==> src/rtl/gpc_pipe_acc.sv <==
// Pipelined generalized parallel counter: popcount(src_lo) + popcount(src_hi) << SHIFT,
// with per-beat pass or frame-accumulate mode. Optional saturation: GPC_PIPE_ACC_SAT_EN.
module gpc_pipe_acc #(
  parameter int N_LO  = 7,
  parameter int N_HI  = 6,
  parameter int SHIFT = 2,
  parameter int ACC_W = 16
) (
  input  logic             clk,
  input  logic             rst_n,
  input  logic             in_valid,
  output logic             in_ready,
  input  logic [N_LO-1:0]  src_lo,
  input  logic [N_HI-1:0]  src_hi,
  input  logic             mode,
  input  logic             in_last,
  output logic             out_valid,
  input  logic             out_ready,
  output logic [ACC_W-1:0] out_sum,
  output logic             out_ovf
);

  localparam int SW = $clog2(N_LO + N_HI * (2 ** SHIFT) + 1);
  localparam int LW = $clog2(N_LO + 1);
  localparam int HW = $clog2(N_HI + 1);

  generate
    if (ACC_W < SW) begin : g_width_chk
      $error("gpc_pipe_acc: ACC_W must be at least %0d", SW);
    end
  endgenerate

  logic             s1_valid;
  logic             s1_mode;
  logic             s1_last;
  logic [LW-1:0]    s1_pc_lo;
  logic [HW-1:0]    s1_pc_hi;
  logic             s2_valid;
  logic [ACC_W-1:0] s2_sum;
  logic [ACC_W-1:0] acc;
  logic [ACC_W-1:0] acc_next;
  logic [SW-1:0]    sum;
  logic             s2_free;
  logic             move;

  assign s2_free  = !s2_valid || out_ready;
  assign move     = s1_valid && s2_free;
  assign in_ready = !s1_valid || s2_free;

  assign out_valid = s2_valid;
  assign out_sum   = s2_sum;

  always_comb begin
    sum = SW'(s1_pc_lo) + (SW'(s1_pc_hi) << SHIFT);
  end

`ifdef GPC_PIPE_ACC_SAT_EN
  logic [ACC_W:0] acc_ext;
  logic           sat_hit;
  logic           ovf_flag;
  logic           s2_ovf;

  always_comb begin
    acc_ext  = {1'b0, acc} + (ACC_W + 1)'(sum);
    sat_hit  = acc_ext[ACC_W];
    acc_next = sat_hit ? {ACC_W{1'b1}} : acc_ext[ACC_W-1:0];
  end

  // overflow is sticky across the frame and reported only on its closing beat
  always_ff @(posedge clk or negedge rst_n) begin
    if (!rst_n) begin
      ovf_flag <= 1'b0;
      s2_ovf   <= 1'b0;
    end else if (move) begin
      if (!s1_mode) begin
        s2_ovf <= 1'b0;
      end else if (s1_last) begin
        s2_ovf   <= ovf_flag || sat_hit;
        ovf_flag <= 1'b0;
      end else begin
        ovf_flag <= ovf_flag || sat_hit;
      end
    end
  end

  assign out_ovf = s2_ovf;
`else
  always_comb begin
    acc_next = acc + ACC_W'(sum);
  end

  assign out_ovf = 1'b0;
`endif

  always_ff @(posedge clk or negedge rst_n) begin
    if (!rst_n) begin
      s1_valid <= 1'b0;
      s1_mode  <= 1'b0;
      s1_last  <= 1'b0;
      s1_pc_lo <= '0;
      s1_pc_hi <= '0;
      s2_valid <= 1'b0;
      s2_sum   <= '0;
      acc      <= '0;
    end else begin
      if (in_ready) begin
        s1_valid <= in_valid;
        if (in_valid) begin
          s1_pc_lo <= LW'($countones(src_lo));
          s1_pc_hi <= HW'($countones(src_hi));
          s1_mode  <= mode;
          s1_last  <= in_last;
        end
      end
      // mid-frame accumulate beats are absorbed and leave S2 empty
      if (s2_free) begin
        s2_valid <= move && (!s1_mode || s1_last);
      end
      if (move) begin
        if (!s1_mode) begin
          s2_sum <= ACC_W'(sum);
        end else if (s1_last) begin
          s2_sum <= acc_next;
          acc    <= '0;
        end else begin
          acc <= acc_next;
        end
      end
    end
  end

endmodule

==> config.mk <==
export PLATFORM = sky130hd
export DESIGN_NAME = gpc_pipe_acc
export DESIGN_NICKNAME = d
export VERILOG_FILES = /design/src/rtl/gpc_pipe_acc.sv
export SDC_FILE = /design/constraint.sdc
export NUM_CORES = 1
export LEC_CHECK = 0
export BUFFER_PORTS_ARGS = -buffer_cell sky130_fd_sc_hd__buf_2
export CAP_MARGIN = 20
export CORE_UTILIZATION = 50
export DETAILED_ROUTE_END_ITERATION = 8
export GPL_TIMING_DRIVEN = 0
export PLACE_DENSITY = 0.72
export SKIP_CTS_REPAIR_TIMING = 1
export SLEW_MARGIN = 0
export SYNTH_ARGS = -nofsm -noshare
export SYNTH_HDL_FRONTEND = slang
export SYNTH_SLANG_ARGS = --single-unit
export TNS_END_PERCENT = 20
==> constraint.sdc <==
create_clock -name clk -period 6.1 [get_ports clk]
set_clock_uncertainty 0.05 [all_clocks]
set_input_delay 0.915 -clock clk [delete_from_list [all_inputs] [get_ports clk]]
set_output_delay 0.915 -clock clk [all_outputs]
set_load 0.1 [all_outputs]
==> key figures <==
GRT
  – Grt ovf: 0
  – Initial antenna violation count: 0
  – Vias in the first global route: between 1,500 and 2,000
  – Wire length of the first global-routing pass: 7.94 mm
  – All-layer global routing usage: 20.8%
  – Largest net degree at the start of global routing: 43

STA
  – Fin. Hold Viols: 0
  – Worst slew pin tran: 0.923 ns
  – Max-slew violations: 0
  – Achievable Freq: 341 MHz
  – Setup TNS: 0 ns
  – Fin crit period: 2.94 ns
  – Final period util: between 40% and 50%
  – Final setup fails: 0
  – Rel. slew slack: 38.5%
  – RSZ-0062 raised after global routing: no

Cells and area
  – Non-Filler Instances: 332
  – P&R area growth vs syn: 14.5%
  – FILL cells: 392
  – Diode count: 0
  – Nets: 314
  – Final Cell Area: 2660 um2
  – Share of post-route cells with drive strength above 1: 19.3%

Place
  – RePlAce Congestion: 0.888
  – DP Area: 2570 um2
  – Placed Cells: 324
  – Buffers on Ports: 36
  – Placed wire-length estimate: roughly 3.2 mm

Critical path
  – Critical path data arrival time: 3.10 ns
  – Startpoint Class: input pin
  – CP max FO: 1
  – CP endpoint kind: flop
  – WS Path Type: input pin to flop
  – Crit path required time: 6.27 ns

Floorplan
  – Die width: roughly 70 um
  – Die Height: 70.2 um
  – Starting density of the core: 52.6%
  – Rows: 24
  – Core area: 4410 um2
  – Die area: 4920 um2
  – I/O Pins: 38

Routing
  – Final ANT Viol Nets: 0
  – DRC violations left: 0
  – Wire length per cell: 13.4 um
  – Vias: 1,783
  – Drt initial violations: 92
  – DR pass1 iterations: 4
  – DRT Wirelength: 4.44 mm
  – Via density: ~5.4

Yosys
  – Syn Area/Cell: 9.84 um2
  – Synth async-reset ratio: 100%
  – Netlist cell types: ~40
  – Flops & latches, synth: 42
  – Syn Inst Count: 236
  – Top_reg_cell synth: dfrtp_1
  – Mapped Area: 2320 um2
  – Syn_nets: 271
  – Count of flip-flops with a built-in enable after synthesis: 0
  – Synth Warn #: 0
  – Register area share after synthesis: 45.3%

Pwr
  – VDD IR-drop max: 0.218 mV
  – Pwr/cell area: 395 nW/um2
  – Leak pwr: 1.31 nW

Clock tree
  – Clock Latency Late Sink: 0.30 ns
  – Clk slew on worst S/H paths: approximately 0.080 ns
  – Root buffer cell: clkbuf_8
  – CTS tree: done
  – CTS max path bufs: 2
  – CTS Sinks: 42
  – CTS H-tree lvls: 2
  – Num CTS Buffers: 5

Job
  – Max_cap viols: 0

Status
  – Status: finished clean

Min path
  – Worst hold path type: flop to flop
path summary, 6_finish.rpt:
kind                                          from  depth (start not counted)  slack [ns]                 endpoint
min in group asynchronous                    rst_n                          1        0.70   out_sum[5]$_DFFE_PN0P_
min                        out_sum[12]$_DFFE_PN0P_                          2        0.43  out_sum[12]$_DFFE_PN0P_
max                                      src_lo[0]                          9        3.16  s1_pc_lo[1]$_DFFE_PN0P_
min reg2reg                out_sum[12]$_DFFE_PN0P_                          2        0.43  out_sum[12]$_DFFE_PN0P_
max reg2reg                s1_pc_lo[2]$_DFFE_PN0P_                          9        3.50      acc[10]$_DFFE_PN0P_
max in group asynchronous                    rst_n                          1        4.73   out_sum[3]$_DFFE_PN0P_
placed cells by master (no fill, tap or decap), types with 2 or more instances in the layout:
master	count
a21oi_1	8
a22o_1	2
a31oi_1	2
and3_1	4
buf_2	37
clkbuf_1	8
clkbuf_8	6
dfrtp_1	42
fa_1	8
ha_1	8
inv_1	16
mux2_2	4
mux2i_1	4
nand2_1	38
nand2b_1	3
nand3_1	6
nor2_1	5
o211ai_1	2
o21ai_0	33
o31ai_1	7
or3_1	2
xnor2_1	6
xor2_1	9
kinds of logic after synthesis:
| family | count (synthesis) | share of synthesized area (%) |
|---|---|---|
| DFF | 42 | 45.3 |
| buffers and inverters | 26 | 4.74 |
| xor gates and xnor gates | 15 | 5.66 |
| other | 1 | 0.161 |
| muxes | 8 | 3.66 |
| adders and majority gates | 16 | 11.2 |
| and+or+nand+nor | 65 | 12.9 |
| AOI/OAI and AO/OA | 63 | 16.4 |
cell usage after synthesis (2+ instances only):
cell type	number	area (um2)
a21oi_1	8	40.0
a22o_1	2	17.5
a31oi_1	2	12.5
and3_1	4	25.0
clkbuf_1	7	26.3
dfrtp_1	42	1050
fa_1	8	160
ha_1	8	100
inv_1	16	60.1
mux2_2	4	45.0
mux2i_1	4	40.0
nand2_1	38	143
nand2b_1	3	18.8
nand3_1	6	30.0
nor2_1	5	18.8
o211ai_1	2	15.0
o21ai_0	33	165
o31ai_1	7	52.6
or3_1	2	12.5
xnor2_1	6	52.6
xor2_1	9	78.8
cell type report:
class / count / area (um2) / share of cell area (%)
Buffer: 10 / 50.0 / 1.88
Clock buffer: 7 / 86.3 / 3.25
Clock inverter: 1 / 5.00 / 0.188
Inverter: 16 / 60.1 / 2.26
Multi-Input combinational cell: 168 / 1160 / 43.7
Sequential cell: 42 / 1050 / 39.5
Tap cell: 52 / 65.1 / 2.45
Timing Repair Buffer: 36 / 180 / 6.78
registers in the layout (all words and copies together), names as in the netlist:
register,count
s1_pc_lo,3
acc,16
s1_valid,1
s1_last,1
out_valid,1
s1_mode,1
s1_pc_hi,3
out_sum,16
routing by layer:
metal  share of wire, %  track usage, %  wire (um)  up-vias
met5                  0               0          0        -
met4                2.1            9.33         95        0
met3                3.9            4.76        175        8
met2                 47            34.6       2070       44
met1                 47            25.9       2090      834
li1                   -               -          -      897
worst max-delay path: stages:
cell and delay [ns]:
buf_2 0.11, fa_1 0.52, inv_1 0.05, fa_1 0.47, inv_1 0.05, fa_1 0.35, inv_1 0.07, fa_1 0.40
o21ai_0 0.18
metrics by stage:
| step | power (W) | util [%] | hold WS, ns | setup slack [ns] |
|---|---|---|---|---|
| 6_report | 0.00105 | 60.2 | 0.426 | 3.16 |
| 5_1_grt | 0.00113 | 60.2 | 0.456 | 3.04 |
| 4_1_cts | 0.00106 | 60.2 | 0.433 | 3.15 |
| 3_5_place_dp | 0.000871 | 58.2 | 0.415 | 2.83 |
| 3_3_place_gp | 0.000860 | 58.2 | 0.406 | 2.89 |
| 2_1_floorplan | 0.000768 | - | 0.404 | 2.95 |
power by group:
part | switching (W) | internal, W
logic | 0.000356 | 0.000140
registers | 0.0000352 | 0.000331
clock network | 0.0000969 | 0.0000914
(Power assumes the default switching activity.)
